## config.mk

```make
export PLATFORM = sky130hd
export DESIGN_NAME = imem_loader_flat
export DESIGN_NICKNAME = d
export VERILOG_FILES = /design/src/rtl/imem_loader_pkg.sv /design/src/rtl/imem_loader_if.sv /design/src/rtl/imem_word_packer.sv /design/src/rtl/imem_loader.sv /design/src/flat_wrapper.sv
export SDC_FILE = /design/constraint.sdc
export NUM_CORES = 1
export LEC_CHECK = 0
export BUFFER_PORTS_ARGS = -buffer_cell sky130_fd_sc_hd__buf_2
export CORE_UTILIZATION = 51
export DETAILED_ROUTE_END_ITERATION = 6
export PLACE_DENSITY = 0.76
export SETUP_SLACK_MARGIN = 0.3
export SYNTH_ARGS = -nofsm -noshare
export SYNTH_HDL_FRONTEND = slang
export SYNTH_HIERARCHICAL = 1
export SYNTH_SLANG_ARGS = --single-unit
```

## constraint.sdc

```tcl
create_clock -name clk -period 2.5 [get_ports clk]
set_clock_uncertainty 0.2 [all_clocks]
set_input_delay 0 -clock clk [delete_from_list [all_inputs] [get_ports clk]]
set_output_delay 0 -clock clk [all_outputs]
set_load 0.005 [all_outputs]
```

## src/rtl/imem_loader_pkg.sv

```systemverilog
// Shared CPU package: instruction-memory widths, the write-port payload and the
// boot loader state encoding.
package imem_loader_pkg;

  localparam int unsigned IMEM_ADDR_W    = 32;
  localparam int unsigned IMEM_DATA_W    = 32;
  localparam int unsigned BYTE_W         = 8;
  localparam int unsigned BYTES_PER_WORD = IMEM_DATA_W / BYTE_W;
  localparam int unsigned LEN_W          = 16;

  typedef struct packed {
    logic [IMEM_ADDR_W-1:0] addr;
    logic [IMEM_DATA_W-1:0] data;
  } imem_wr_t;

  typedef enum logic [2:0] {
    ST_IDLE,
    ST_LEN_LO,
    ST_LEN_HI,
    ST_DATA,
    ST_DONE,
    ST_ERROR
  } loader_state_e;

endpackage

```

## src/rtl/imem_loader_if.sv

```systemverilog
// Byte-stream input and instruction-memory write port of the boot loader.
interface imem_loader_if
  import imem_loader_pkg::*;
();

  logic                   in_valid;
  logic [BYTE_W-1:0]      in_byte;
  logic                   in_ready;
  logic                   wr_en;
  logic [IMEM_ADDR_W-1:0] wr_addr;
  logic [IMEM_DATA_W-1:0] wr_data;

  // Stream source / memory sink side
  modport master (
    output in_valid, in_byte,
    input  in_ready, wr_en, wr_addr, wr_data
  );

  // Loader side
  modport slave (
    input  in_valid, in_byte,
    output in_ready, wr_en, wr_addr, wr_data
  );

endinterface

```

## src/rtl/imem_word_packer.sv

```systemverilog
// Packs accepted bytes little-endian into instruction words; flags the byte
// that completes a word and presents the full word combinationally with it.
module imem_word_packer
  import imem_loader_pkg::*;
(
  input  logic                   clk,
  input  logic                   rst,
  input  logic                   clr,
  input  logic                   accept,
  input  logic [BYTE_W-1:0]      byte_in,
  output logic                   word_done_c,
  output logic [IMEM_DATA_W-1:0] word_c
);

  localparam int unsigned IDX_W  = $clog2(BYTES_PER_WORD);
  localparam int unsigned SREG_W = IMEM_DATA_W - BYTE_W;

  logic [IDX_W-1:0]  byte_idx;
  logic [SREG_W-1:0] sreg;

  // Earlier bytes shift down so the first byte ends up in the low lane
  always_ff @(posedge clk or negedge rst) begin
    if (!rst) begin
      byte_idx <= '0;
      sreg     <= '0;
    end else if (clr) begin
      byte_idx <= '0;
      sreg     <= '0;
    end else if (accept) begin
      byte_idx <= byte_idx + IDX_W'(1);
      sreg     <= {byte_in, sreg[SREG_W-1:BYTE_W]};
    end
  end

  assign word_done_c = accept && (byte_idx == IDX_W'(BYTES_PER_WORD - 1));
  assign word_c      = {byte_in, sreg};

endmodule

```

## src/rtl/imem_loader.sv

```systemverilog
// Boot loader: receives a length-prefixed byte image, writes it word by word
// into instruction memory and holds the CPU in reset until the image is in.
module imem_loader
  import imem_loader_pkg::*;
#(
  parameter logic [IMEM_ADDR_W-1:0] BASE_ADDR = 32'h0000_0000,
  parameter int unsigned            MAX_WORDS = 256
) (
  input  logic         clk,
  input  logic         rst,
  input  logic         start,
  imem_loader_if.slave bus,
  output logic         cpu_hold,
  output logic         done,
  output logic         error
);

  localparam logic [LEN_W-1:0] MAX_LEN = LEN_W'(MAX_WORDS);

  loader_state_e          state_q, state_d;
  logic [BYTE_W-1:0]      len_lo_q, len_lo_d;
  logic [LEN_W-1:0]       length_q, length_d;
  logic [LEN_W-1:0]       word_cnt_q, word_cnt_d;
  logic                   in_ready_q, in_ready_d;
  logic                   wr_en_q, wr_en_d;
  imem_wr_t               wr_q, wr_d;
  logic                   done_d, error_d, cpu_hold_d;

  logic                   xfer_c;
  logic                   packer_clr_c;
  logic                   word_done_c;
  logic [IMEM_DATA_W-1:0] word_c;
  logic [LEN_W-1:0]       len_c;

  assign xfer_c = bus.in_valid && in_ready_q;
  assign len_c  = {bus.in_byte, len_lo_q};

  imem_word_packer u_packer (
    .clk         (clk),
    .rst         (rst),
    .clr         (packer_clr_c),
    .accept      (xfer_c && (state_q == ST_DATA)),
    .byte_in     (bus.in_byte),
    .word_done_c (word_done_c),
    .word_c      (word_c)
  );

  // State and registered outputs
  always_ff @(posedge clk or negedge rst) begin
    if (!rst) begin
      state_q    <= ST_IDLE;
      len_lo_q   <= '0;
      length_q   <= '0;
      word_cnt_q <= '0;
      in_ready_q <= 1'b0;
      wr_en_q    <= 1'b0;
      wr_q       <= '{addr: BASE_ADDR, data: '0};
      cpu_hold   <= 1'b1;
      done       <= 1'b0;
      error      <= 1'b0;
    end else begin
      state_q    <= state_d;
      len_lo_q   <= len_lo_d;
      length_q   <= length_d;
      word_cnt_q <= word_cnt_d;
      in_ready_q <= in_ready_d;
      wr_en_q    <= wr_en_d;
      wr_q       <= wr_d;
      cpu_hold   <= cpu_hold_d;
      done       <= done_d;
      error      <= error_d;
    end
  end

  // Next state; output levels follow the state being entered
  always_comb begin
    state_d      = state_q;
    len_lo_d     = len_lo_q;
    length_d     = length_q;
    word_cnt_d   = word_cnt_q;
    wr_en_d      = 1'b0;
    wr_d         = wr_q;
    packer_clr_c = 1'b0;
    in_ready_d   = 1'b0;
    done_d       = 1'b0;
    error_d      = 1'b0;
    cpu_hold_d   = 1'b1;

    case (state_q)
      ST_IDLE, ST_DONE, ST_ERROR: begin
        if (start) begin
          state_d      = ST_LEN_LO;
          word_cnt_d   = '0;
          packer_clr_c = 1'b1;
        end
      end
      ST_LEN_LO: begin
        if (xfer_c) begin
          len_lo_d = bus.in_byte;
          state_d  = ST_LEN_HI;
        end
      end
      ST_LEN_HI: begin
        if (xfer_c) begin
          length_d = len_c;
          if (len_c == '0)          state_d = ST_DONE;
          else if (len_c > MAX_LEN) state_d = ST_ERROR;
          else                      state_d = ST_DATA;
        end
      end
      ST_DATA: begin
        // The write cycle accepts no byte; leave only once the last word is out
        if (wr_en_q) begin
          if (word_cnt_q == length_q) state_d = ST_DONE;
        end else if (word_done_c) begin
          wr_en_d    = 1'b1;
          wr_d.addr  = BASE_ADDR + IMEM_ADDR_W'({word_cnt_q, 2'b00});
          wr_d.data  = word_c;
          word_cnt_d = word_cnt_q + LEN_W'(1);
        end
      end
      default: state_d = ST_IDLE;
    endcase

    in_ready_d = ((state_d == ST_LEN_LO) || (state_d == ST_LEN_HI) ||
                  (state_d == ST_DATA)) && !wr_en_d;
    done_d     = (state_d == ST_DONE);
    error_d    = (state_d == ST_ERROR);
    cpu_hold_d = (state_d != ST_DONE);
  end

  assign bus.in_ready = in_ready_q;
  assign bus.wr_en    = wr_en_q;
  assign bus.wr_addr  = wr_q.addr;
  assign bus.wr_data  = wr_q.data;

endmodule

```

## src/flat_wrapper.sv

```systemverilog
// flat-port wrapper written by rule: the top's interface ports become plain ports
module imem_loader_flat import imem_loader_pkg::*;
#(
  parameter logic [IMEM_ADDR_W-1:0] BASE_ADDR = 32'h0000_0000,
  parameter int unsigned            MAX_WORDS = 256
)
  (clk, rst, start, cpu_hold, done, error, bus_in_valid, bus_in_byte, bus_in_ready, bus_wr_en, bus_wr_addr, bus_wr_data);
  imem_loader_if bus_i ();
  input  logic clk;
  input  logic rst;
  input  logic start;
  output logic cpu_hold;
  output logic done;
  output logic error;
  input wire logic [$bits(bus_i.in_valid)-1:0] bus_in_valid;
  input wire logic [$bits(bus_i.in_byte)-1:0] bus_in_byte;
  output wire logic [$bits(bus_i.in_ready)-1:0] bus_in_ready;
  output wire logic [$bits(bus_i.wr_en)-1:0] bus_wr_en;
  output wire logic [$bits(bus_i.wr_addr)-1:0] bus_wr_addr;
  output wire logic [$bits(bus_i.wr_data)-1:0] bus_wr_data;
  assign bus_i.in_valid = bus_in_valid;
  assign bus_i.in_byte = bus_in_byte;
  assign bus_in_ready = bus_i.in_ready;
  assign bus_wr_en = bus_i.wr_en;
  assign bus_wr_addr = bus_i.wr_addr;
  assign bus_wr_data = bus_i.wr_data;
  imem_loader #(.BASE_ADDR(BASE_ADDR), .MAX_WORDS(MAX_WORDS)) u_core (.clk(clk), .rst(rst), .start(start), .bus(bus_i), .cpu_hold(cpu_hold), .done(done), .error(error));
endmodule
```

# Yosys cells after proc, flatten, opt, wreduce, memory -nomap -nowiden
# Index checks and enable logic that the tools add are counted.
[word_totals]
reg_bits = 122
word_cells = 70
[classes]
addsub = 2
order_cmp = 1
eq_ne = 16
n_mux = 21
bitwise = 1
reduce_logical = 16
[ops]
columns = ["cell", "count"]
rows = [
  ["16-bit two-way mux", 3],
  ["24-bit two-way mux", 2],
  ["16-bit case mux with 2 select lines", 1],
  ["3-bit two-way mux", 7],
  ["16-bit by 1-bit adder with 16-bit output (second input constant)", 1],
  ["16-bit equality test", 1],
  ["16-bit by 9-bit greater-than comparator with 1-bit output (second input constant)", 1],
  ["16-bit zero test", 1],
  ["3-bit by 2-bit equality test with 1-bit output (second input constant)", 4],
  ["3-bit equality test (second input constant)", 4],
  ["3-bit case mux with 4 select lines", 1],
  ["3-bit by 1-bit equality test with 1-bit output (second input constant)", 2],
  ["2-bit != test (second input constant)", 3],
  ["1-bit two-way mux", 5],
  ["1-bit logical AND", 4],
  ["2-bit two-way mux", 2],
  ["2-bit AND reduction", 2],
  ["4-bit AND reduction", 1],
  ["2-bit nonzero test", 2],
  ["3-bit zero test", 1],
  ["3-bit != test (second input constant)", 1],
  ["3-bit AND reduction", 1],
  ["3-bit OR reduction", 1],
  ["2-bit by 1-bit adder with 2-bit output (second input constant)", 1],
  ["other kinds (4)", 5],
]

# Logic depth before layout (Yosys ltp)
[logic_depth]
depth_word = 9
ltp_mapped = 11

# By module
# The synthesis kept the hierarchy.
[by_module_without_submodules]
columns = ["module", "instances", "cells_per_inst", "area_per_inst_um2", "seq_area_each_um2"]
rows = [
  ["imem_loader", 1, 310, 4192.8, 2403.6],
  ["imem_word_packer", 1, 94, 1153.6, 650.6],
]

# Least setup slack after synthesis
# OpenSTA, ideal clock, no wires.
[synth_timing]
path_kind = "register to register"
startpoint = "reg u_core.state_q[2]"
endpoint = "reg u_core.wr_q (netlist bit u_core/bus.wr_addr[10])"
arrival_ps = 2143
t_required_ps = 2172
slack_ps = 29
stages_incl_launch_ff = 10
path_buffers = 4
synth_period_minus_slack_ps = 2471
cell_sequence = "dfrtp_1 nand3b_2 nor2_1 buf_6 buf_12 and2_1 nor3b_4 buf_4 buf_2 mux2_1"
[synth_between]
elab_chain_cells = 4
[synth_lines]
columns = ["item", "line", "text"]
rows = [
  ["start, declared", "imem_loader.sv:20", "loader_state_e state_q, state_d;"],
  ["start signal, assigned", "imem_loader.sv:62", "state_q <= state_d;"],
  ["3-bit by 2-bit equality test with 1-bit output", "imem_loader.sv:42", ".accept (xfer_c && (state_q == ST_DATA)),"],
  ["1-bit logical AND", "imem_loader.sv:42", ""],
  ["1-bit logical AND", "imem_word_packer.sv:35", "assign word_done_c = accept && (byte_idx == IDX_W'(BYTES_PER_WORD - 1));"],
  ["via u_core.word_done_c", "imem_loader.sv:31", "logic word_done_c;"],
  ["3-bit AND reduction (no line)", "n/a", ""],
  ["end signal, assigned", "imem_loader.sv:57", "wr_q <= '{addr: BASE_ADDR, data: '0};"],
  ["end signal, assigned", "imem_loader.sv:68", "wr_q <= wr_d;"],
  ["end, declared", "imem_loader.sv:26", "imem_wr_t wr_q, wr_d;"],
]
# The timed path passes the listed nets, and every way through them passes these cells.
# A chain may end at the register's enable or synchronous reset.

# Final worst setup path
[layout_timing]
startpoint = "reg u_core.state_q[2]"
endpoint = "reg u_core.word_cnt_q[9]"
[layout_between]
elab_chain_cells = 5
word_cells_on_any_way = 13
cone_classes = "eq/ne (6); mux (1); reduce/logical (6)"
[layout_lines]
columns = ["item", "line", "text"]
rows = [
  ["3-bit by 2-bit equality test with 1-bit output", "imem_loader.sv:42", ""],
  ["1-bit logical AND", "imem_loader.sv:42", ""],
  ["1-bit logical AND", "imem_word_packer.sv:35", ""],
  ["via u_core.word_done_c", "imem_loader.sv:31", ""],
  ["2-bit != test (no line)", "n/a", ""],
  ["4-bit AND reduction (no line)", "n/a", ""],
  ["end signal, assigned", "imem_loader.sv:65", "word_cnt_q <= word_cnt_d;"],
  ["end, declared", "imem_loader.sv:23", "logic [LEN_W-1:0] word_cnt_q, word_cnt_d;"],
]
# The timed path passes the listed nets, and every way through them passes these cells.

==> results.py <==
metrics = {
    "outcome": {
        "run_status": "finished, violations left",
        "violations": "design-rule violations",
    },
    "global_route": {
        "overflow": 0,
        "grt_use_total_pct": 21.59,
        "grt_max_degree": 63,
        "grt_pass1_vias": 3469,
        "grt_pass1_wl_um": 17910,
        "antenna_found_initial": 0,
    },
    "clocking": {
        "clock_sink_count": 122,
        "cts_tree": "yes",
        "clk_path_buf_depth": 2,
        "cts_buffers": 17,
        "cts-htree-levels": 4,
        "clk_latency_ns": 0.51,
        "clkTransAtPathRegs_ns": 0.06,
        "root_buffer": "clkbuf_8",
    },
    "pwr": {
        "powerDensity_nw_per_um2": 900.3,
        "internal_power_uw": 4349,
        "peakVddDrop_mv": 0.5506,
        "sw_frac_of_total_pct": 27.48,
        "switchingPower_uw": 1648,
        "combPwrFrac_pct": 18.2,
        "clockPowerShare_pct": 38.8,
        "seqPwrFrac_pct": 43.0,
        "p_leak_uw": 0.003395,
    },
    "synth": {
        "synth_area_leader_cell": "dfrtp_1",
        "yosysUniqueCellTypes": 49,
        "async_reset_ff_share_pct": 100.0,
        "seq_area_frac_synth_pct": 57.13,
        "ys_top_cells_by_count": "dfrtp_1, mux2_1, nor2_1, mux2i_1, buf_4",
        "synth_flop_cell": "dfrtp_1",
        "yosys_warnings": 6,
        "post-synth-top-area-fraction_pct": 56.63,
        "synthTopCellsByArea": "dfrtp_1, mux2_1, mux2i_1, buf_4, xor2_1",
        "ys_ff_latch": 122,
        "netlist_instances": 404,
        "synth_edf_count": 0,
        "synth_most_common_cell": "dfrtp_1",
        "avgSynthCellArea_um2": 13.23,
        "synth_area_um2": 5346,
    },
    "layout": {
        "final_core_util_pct": 65.11,
        "antennaDiodeCount": 0,
        "nets": 513,
        "area_delta_synth_final_pct": 24.60,
        "drive_above_1_share_pct": 31.83,
    },
    "sta": {
        "max_freq_ghz": 0.4528,
        "maxSlewHeadroom_pct": 24.26,
        "hold_viol": 0,
        "fin_crit_sh_pct": 88.34,
        "worst_pin_slew_ns": 1.132,
        "slew_violations": 0,
        "fin_crit_ns": 2.209,
        "tns_ns": 0,
        "rsz0062_at_grt": "true",
        "setup_viol_count_final": 0,
    },
    "route": {
        "ant_nets": 0,
        "drc": 3,
        "wl_per_cell_um": 17.74,
        "num_vias": 3412,
        "dr.pass1.iters": 7,
        "drt_iter0_drc": 182,
        "avgViaCountPerCell": 5.290,
        "routed_wl_um": 11440,
    },
    "floorplanning": {
        "die_x_um": 104.4,
        "core_area_um2": 10230,
        "die_height_um": 104.4,
        "ios": 81,
        "start_util_pct": 52.26,
        "die_area_um2": 10900,
        "row_count": 37,
    },
    "placement": {
        "place_congestion": 0.8770,
        "port_buffers": 64,
        "hpwl_um": 7132,
    },
    "worst_setup_path": {
        "arrival_ns": 2.44,
        "worstPathMaxFanout": 6,
        "worstPathCellList": "nand3b_4 -> nor2_4 -> and2_4 -> nor3b_4 -> buf_6 -> o2111ai_4 -> or3_4 -> a21oi_2",
        "cp.required_ns": 2.73,
        "worst-path-buf-inv": 1,
        "crit_type": "flop to flop",
        "worstSetupEndpointType": "flop",
        "path_delay_family": "simple AND/OR/NAND/NOR gates",
        "max_stage_delay_ns": 0.43,
        "cp-start-kind": "flop",
        "cp_slowest_cell": "or3_4",
    },
    "run": {
        "maxCapViolCount": 0,
    },
    "hold_path": {
        "hold_path_class": "input pin to flop",
    },
}
==> layout by cell type (no fill, tap or decap), types with 2 or more instances in the layout <==
master	instances
a21oi_2	2
and2_1	3
and2_4	2
and3_1	3
buf_12	4
buf_2	63
buf_4	17
buf_6	3
bufinv_16	3
clkbuf_1	2
clkbuf_16	17
clkbuf_8	2
clkinv_2	4
clkinvlp_4	2
conb_1	16
dfrtp_1	119
dfrtp_2	2
dlygate4sd3_1	13
ha_1	2
inv_1	4
mux2_1	58
mux2_2	14
mux2i_1	26
nand2_1	8
nand2b_1	3
nand3_1	4
nand4_1	2
nor2_1	39
nor2b_1	2
nor3_2	3
nor4_1	2
o2111ai_4	2
o21ai_0	3
or3_4	2
or4_4	3
xnor2_1	9
xor2_1	19
==> sequential cells by signal, summed over array words and instances (netlist names) <==
| register | count |
|---|---|
| u_core/done | 1 |
| u_core/state_q | 3 |
| u_core/bus.wr_addr | 16 |
| u_core/error | 1 |
| u_core/cpu_hold | 1 |
| u_core/length_q | 16 |
| u_core/word_cnt_q | 16 |
| u_core/bus.in_ready | 1 |
| u_core/u_packer/byte_idx | 2 |
| u_core/bus.wr_data | 32 |
| u_core/len_lo_q | 8 |
| u_core/u_packer/sreg | 24 |
| u_core/bus.wr_en | 1 |
==> worst paths after layout <==
| kind | start | end | slack [ns] | cells past startpoint |
|---|---|---|---|---|
| max reg2reg | u_core/state_q[2] | u_core/word_cnt_q[9] | 0.29 | 8 |
| min reg2reg | u_core/bus.wr_data[19] | u_core/bus.wr_data[19] | 0.28 | 1 |
| min | bus_in_byte[6] | u_core/bus.wr_data[30] | 0.17 | 3 |
| max in group asynchronous | rst | u_core/state_q[1] | 0.73 | 3 |
| min in group asynchronous | rst | u_core/cpu_hold | 0.51 | 3 |
| max | u_core/state_q[2] | u_core/word_cnt_q[9] | 0.29 | 8 |
==> worst reg2reg max path: stages, from the launching register on <==
cell and delay, ns:
dfrtp_1 0.38, nand3b_4 0.19, nor2_4 0.10, and2_4 0.13
nor3b_4 0.21, buf_6 0.16, o2111ai_4 0.17, or3_4 0.43
a21oi_2 0.15
==> metrics by stage <==
step	area [um^2]	hold WS, ns	worst slack [ns]	std cells	total power, uW
floorplan	5450	-0.4956	0.2173	419	3248
global placement	5725	-0.2650	0.2283	590	3453
detailed placement	5725	-0.2594	0.1071	590	3514
CTS	6501	0.1492	0.2849	636	5897
global route	6661	0.1765	0.2165	645	6245
finish	6661	0.1725	0.2914	645	5997
==> power by group through the flow <==
| stage | clock [uW] | sequential [uW] | combinational [uW] |
|---|---|---|---|
| 2_1_floorplan | 0 | 2500 | 749 |
| 3_3_place_gp | 0 | 2570 | 886 |
| 3_5_place_dp | 0 | 2590 | 927 |
| 4_1_cts | 2350 | 2560 | 982 |
| 5_1_grt | 2430 | 2610 | 1200 |
| 6_report | 2330 | 2580 | 1090 |
==> cell families after synthesis <==
family,share of synthesized area (%)
flops,57.13
mux,20.03
simple gates,9.361
buf+inv,5.874
xor+xnor,4.587
compound gates,2.481
fa+ha+maj,0.4680
other cells,0.07014
==> cell type report <==
cell class,count,area (um^2)
clock buffer,20,435.4
clock inverter,9,125.1
fill,731,3570
inverter,5,18.77
multi-input combinational,252,2143
sequential,122,3057
tap,136,170.2
timing repair buffer,101,711.9
==> layer usage <==
layer / global-route usage [%] / vias up / share of wire [%]
li1: - / 1542 / -
met1: 28.44 / 1763 / 44
met2: 34.48 / 87 / 50
met3: 4.574 / 20 / 3.7
met4: 9.592 / 0 / 1.9
met5: 0 / - / 0
==> repair_timing <==
item / 4_1_cts / 5_1_grt
gates cloned: 0 / 1
buffers inserted: 4 / 8
hold endpoints to repair: 162 / 0
endpoints found under the setup margin: 32 / 23
hold buffers: 13 / 0
pin swaps: 0 / 8
gates resized for setup: 10 / 18
Note: power is estimated with default switching activity, not from simulation.
